===== src/rtl/seq_deser_4x1b.sv =====
`default_nettype none
// ============================================================================
// seq_deser_4x1b : 1-bit serial to 4-bit parallel deserializer, 2-entry FIFO.
// Optional sticky drop flag under SEQ_DESER_4X1B_OVFL_EN.   Rev 1.0
// ============================================================================
module seq_deser_4x1b (
    input  logic       clk,
    input  logic       reset,
    input  logic       in_,
    input  logic       out_rdy,
    output logic       out_val,
    output logic [3:0] out_data
`ifdef SEQ_DESER_4X1B_OVFL_EN
    ,
    output logic       overflow
`endif
);

    logic [1:0] slot;
    logic [2:0] shreg;
    logic [3:0] mem [2];
    logic       wr_ptr;
    logic       rd_ptr;
    logic [1:0] count;

    logic       enq;
    logic       deq;
    logic       full;
    logic       accept;
    logic [3:0] word;

    assign enq    = (slot == 2'd3);
    assign word   = {in_, shreg};
    assign full   = (count == 2'd2);
    assign deq    = out_val & out_rdy;
    // A full FIFO still takes the new word when the head leaves on the same edge.
    assign accept = enq & (~full | deq);

    assign out_val  = (count != 2'd0);
    assign out_data = out_val ? mem[rd_ptr] : 4'b0000;

    always_ff @(posedge clk or posedge reset) begin
        if (reset) begin
            slot  <= 2'd0;
            shreg <= 3'd0;
        end else begin
            slot <= slot + 2'd1;
            case (slot)
                2'd0:    shreg[0] <= in_;
                2'd1:    shreg[1] <= in_;
                2'd2:    shreg[2] <= in_;
                default: shreg    <= shreg;
            endcase
        end
    end

    always_ff @(posedge clk or posedge reset) begin
        if (reset) begin
            mem[0] <= 4'd0;
            mem[1] <= 4'd0;
            wr_ptr <= 1'b0;
            rd_ptr <= 1'b0;
            count  <= 2'd0;
        end else begin
            if (accept) begin
                mem[wr_ptr] <= word;
                wr_ptr      <= ~wr_ptr;
            end
            if (deq) begin
                rd_ptr <= ~rd_ptr;
            end
            case ({accept, deq})
                2'b10:   count <= count + 2'd1;
                2'b01:   count <= count - 2'd1;
                default: count <= count;
            endcase
        end
    end

`ifdef SEQ_DESER_4X1B_OVFL_EN
    logic drop;
    assign drop = enq & full & ~deq;

    always_ff @(posedge clk or posedge reset) begin
        if (reset) begin
            overflow <= 1'b0;
        end else if (drop) begin
            overflow <= 1'b1;
        end
    end
`endif

endmodule
`default_nettype wire


===== config.mk =====
export PLATFORM = sky130hd
export DESIGN_NAME = seq_deser_4x1b
export DESIGN_NICKNAME = d
export VERILOG_FILES = /design/src/rtl/seq_deser_4x1b.sv
export SDC_FILE = /design/constraint.sdc
export NUM_CORES = 1
export LEC_CHECK = 0
export CORE_AREA = 2 2 48 50
export DETAILED_ROUTE_END_ITERATION = 10
export DIE_AREA = 0 0 50 52
export PLACE_DENSITY = 0.55
export SLEW_MARGIN = 25
export SYNTH_ARGS = -nofsm -noshare
export SYNTH_HDL_FRONTEND = slang
export SYNTH_SLANG_ARGS = --single-unit

===== constraint.sdc =====
create_clock -name clk -period 4.34 [get_ports clk]
set_input_delay 1.302 -clock clk [delete_from_list [all_inputs] [get_ports clk]]
set_output_delay 1.302 -clock clk [all_outputs]
set_load 0.005 [all_outputs]

# Word-level counts from Yosys, hierarchy flattened
# Index checks and enable logic that the tools add are counted.
# totals
reg_bits	17
input_bits	4
output_inout_bits	5
elab_cells	41
# classes
add_sub_neg	3
n_lt_le_gt_ge	3
eq_ne	6
muxes	8
n_bitwise	8
n_reduce_logical	4
# op_table
operator	count
two-way mux 4 bit	5
bitwise mux 8 bit	1
equality test 2 bit, second input constant	4
adder 2 x 1 -> 2 bit, second input constant	2
demux 4 bit (select 1 bit)	1
equality test 2 x 1 -> 1 bit, second input constant	2
greater-or-equal comparator 2 bit, second input constant	2
NOT 1 -> 2 bit	2
one-hot mux 2 bit (2 select lines)	1
nonzero test 2 bit	2
NOT 1 bit	3
AND 1 bit	2
zero test 2 bit	1
< comparator 2 x 1 -> 1 bit, second input constant	1
subtractor 2 x 1 -> 2 bit, second input constant	1
logical AND 1 bit	1
bitwise OR 1 bit	1

# Depth between registers and ports, before layout
# logic_depth
ltp_word	6
ltp_mapped	6
ltp_nobuf	6

# Worst setup path before layout
# No wires, ideal clock.
# synth_timing
path_type	input-to-reg
start	in out_rdy
end	reg count[1]
setup_ns	0.079
arrival_ns	2.182
required_ns	4.261
setup_slack_ns	2.079
path_stages	5
path_buffers	0
cell_sequence	nor3b_2 > nand2b_1 > ha_1 > nor2_1 > xor2_1
# synth_between
elab_chain_cells	5
elab_cells_between_ends	7
classes_between	eq/ne (2); mux (1); bitwise (3); reduce/logical (1)
# synth_rtl
item	line	rtl
start, declared	10	input logic out_rdy,
AND 1 bit (*)	35	assign deq = out_val & out_rdy;
bitwise OR 1 bit	37	assign accept = enq & (~full | deq);
AND 1 bit	37	
equality test 2 x 1 -> 1 bit / equality test 2 bit (equally long branches)	72	case ({accept, deq})
one-hot mux 2 bit (2 select lines) / nonzero test 2 bit (equally long branches)	n/a	
end signal, assigned	73	2'b10: count <= count + 2'd1;
end signal, assigned	74	2'b01: count <= count - 2'd1;
end signal, assigned	75	default: count <= count;
end, declared	24	logic [1:0] count;
# Mark *: on every way between the ends. The rest lies on a longest branch, timed or not.
# A chain may end at the register's enable or synchronous reset.

# Final worst setup path
# layout_timing
start	reg count[0]
end	out out_data[1]
# layout_between
elab_chain_cells	2
# layout_rtl
item	line	rtl
nonzero test 2 bit	39	assign out_val = (count != 2'd0);
two-way mux 4 bit	40	assign out_data = out_val ? mem[rd_ptr] : 4'b0000;
end, declared	12	output logic [3:0] out_data
# Every way passes these cells.

==> run metrics <==
io pins=9; Flop pwr share=between 40% and 50%; num rows=17; die area=0.00260 mm²; Mapped Nets=68; largest net degree at the start of global routing=18; Iter 0 DRT Violations=4; gr usage total=between 10% and 20%; Layout area overhead=17.6%; r2r startpoint=count[0]$_DFFE_PP0P_; IO Port Bufs=8; Synth top area share=54.4%; TNS Setup=0 ns; CTS buffer count=3; Req. time, crit path=approximately 3 ns; clock share of power=14.6%; Unique masters post-synth=13; Vias=424; Leak=0.408 nW; type of origin of the critical path=flip-flop; Max Cap Viol=0; Post-Syn Instances=59; FILL cells=208; WP buf/inv=1; Peak VDD IR=0.000224 V; core area=about 0.0021 mm²; Sw Ratio=29.6%; Slew Limit Fails=0; number of synthesized flops with an enable pin=0; Tightest Pin Transition=roughly 0.65 ns; crit share post-route=68.5%; number of synthesized register bits=17; setup bufs post-CTS=0; critical path cell sequence=nor2_1, nor2_1, clkdlybuf4s50_1; Sequential cell area=between 400 and 500 µm²; die width=50 µm; most frequent cells after synthesis=17 x dfrtp_1, 11 x mux2_2, 7 x nor2_1, 5 x ha_1; slowest CP cell=clkdlybuf4s50_1; vias in the first global route=420; 1st-pass router iterations=4; Final min period=2.97 ns; syn_area_per_cell=13.3 µm²; share of cells above drive strength 1=~23%; RePlAce Congestion=0.681; Sink Count=17; Final Hold Fails=0; clk slew on worst S/H paths=0.10 ns; Worst path max stage delay=0.46 ns; Die Ht=52 µm; worst hold path stage count=1; unrepaired setup endpoints after global routing=false; pre-CTS WS=~1.5 ns; post-CTS sizing=0; outcome=completed; P per Cell Area=606 mW/mm²; Worst Hold Path EP=count[1]$_DFFE_PP0P_; crit path DAT=around 1.7 ns; Multi-input gate area=338 µm²; cell family with most CP delay=simple AND/OR/NAND/NOR gates; Post-Layout Cell Count=98; Gate power share=37.6%; Vias/cell=about 4.3; nets=80; Hold Startpoint=count[1]$_DFFE_PP0P_; Starting Density=37.1%; Register-to-Register Path Depth=5; Clock Latency Late Sink=0.28 ns; H-tree Lvls=1; register area share after synthesis=a little over half; Psw=0.000165 W; worst reg2reg endpoint=count[1]$_DFFE_PP0P_; DRT Wirelength=1180 µm; internal cell power=between 0.0003 and 0.0004 W; antenna violations before repair=0; async set-reset flop share out of synthesis=100%; Mapped Area=782 µm²; setup ws final=1.37 ns; dpl hpwl=883 µm; Min-Delay Path Class=reg -> reg; Crit Path Max Fanout=6; antenna-violating nets left=0; total gr overflow=0; cts hold-fix bufs=0; Antenna diodes=0; CTS tree=done; Setup CP Type=reg -> out; first-pass GRT wire length=2010 µm; overall power=0.000557 W; fin util=43.7%; clock root cell=clkbuf_4; Cells after DPL=94; wire length per cell=12.0 µm; Yosys top cell by area=dfrtp_1; reg2reg setup slack=approximately 2.7 ns; CP most frequent cell=nor2_1; most common cell in the synthesized netlist=dfrtp_1; yosys warns=0; fmax=337 MHz; Synth area leaders=dfrtp_1 54%, mux2_2 16%, ha_1 8.0%, mux2i_1 5.1%, nor2_1 3.4%; DR DRC count=0; Max Root-Sink Buffers=2; max_slew headroom=56.4%; Layout Skew=between 0.005 and 0.006 ns; Crit. End Element=output pin; Most used DFF post-synth=dfrtp_1; Final Setup Violations=0
-- layout by cell type, fill, tap and decap left out --
master           instances
ha_1                     5
clkbuf_1                 1
nand2b_1                 1
xnor2_1                  3
mux2_2                  11
nand2_1                  1
mux2i_1                  4
xor2_1                   2
nor2b_1                  1
clkdlybuf4s50_1          8
nor2_1                   7
nor3b_2                  2
inv_1                    4
dfrtp_1                 17
clkbuf_4                 3
-- how the worst max path moves through the flow --
stage,cells past startpoint,to,from
after floorplan,5,count[1]$_DFFE_PP0P_,out_rdy
after global placement,6,count[1]$_DFFE_PP0P_,out_rdy
after detailed placement,6,count[1]$_DFFE_PP0P_,out_rdy
after CTS,3,out_data[1],count[0]$_DFFE_PP0P_
after global routing,3,out_data[3],count[0]$_DFFE_PP0P_
final,3,out_data[1],count[0]$_DFFE_PP0P_
-- worst reg2reg max path, stage by stage (launching register included) --
cell and delay [ns]:
dfrtp_1 0.45, nor2_1 0.37, nor2b_1 0.14, ha_1 0.35
nor2_1 0.13, xor2_1 0.16
-- routing by layer --
layer  part of all wire (%)  vias up  track usage (%)
met3                    3.6        0             2.87
met5                      0        -                0
li1                       -      214                -
met1                     51      201             14.7
met2                     45        9             15.8
met4                      0        0             5.56
-- state kept, by name, summed over array words and instances (netlist names) --
register  cells
count         2
mem           8
rd_ptr        1
shreg         3
slot          2
wr_ptr        1
-- metrics by stage --
stage	instance area (µm²)	hold WS [ns]
floorplan	782	0.454
global placement	893	0.483
detailed placement	893	0.487
CTS	920	0.504
global route	920	0.515
finish	920	0.494
-- layout make-up --
cell class / instances / area share (%)
multi-input cells: 37 / 36.7
repair buffers: 8 / 8.71
clock buffers: 4 / 2.86
inverters: 4 / 1.63
flip-flops and latches: 17 / 46.3
well taps: 28 / 3.81
-- logic make-up (layout without fill, tap and decap cells) --
kind of cell | after synthesis | after routing | synth area share, %
simple gates | 12 | 12 | 8.64
buf+inv | 5 | 16 | 2.40
mux | 15 | 15 | 21.0
xor+xnor | 5 | 5 | 5.60
fa+ha+maj | 5 | 5 | 8.00
flops | 17 | 17 | 54.4
-- power groups by stage --
stage	registers [W]	clock network, W	logic (W)
6_report	0.000266	0.0000816	0.000209
3_5_place_dp	0.000271	0	0.000214
3_3_place_gp	0.000269	0	0.000211
2_1_floorplan	0.000249	0	0.000136
5_1_grt	0.000276	0.0000924	0.000233
4_1_cts	0.000267	0.0000866	0.000214
(Power assumes the default switching activity.)
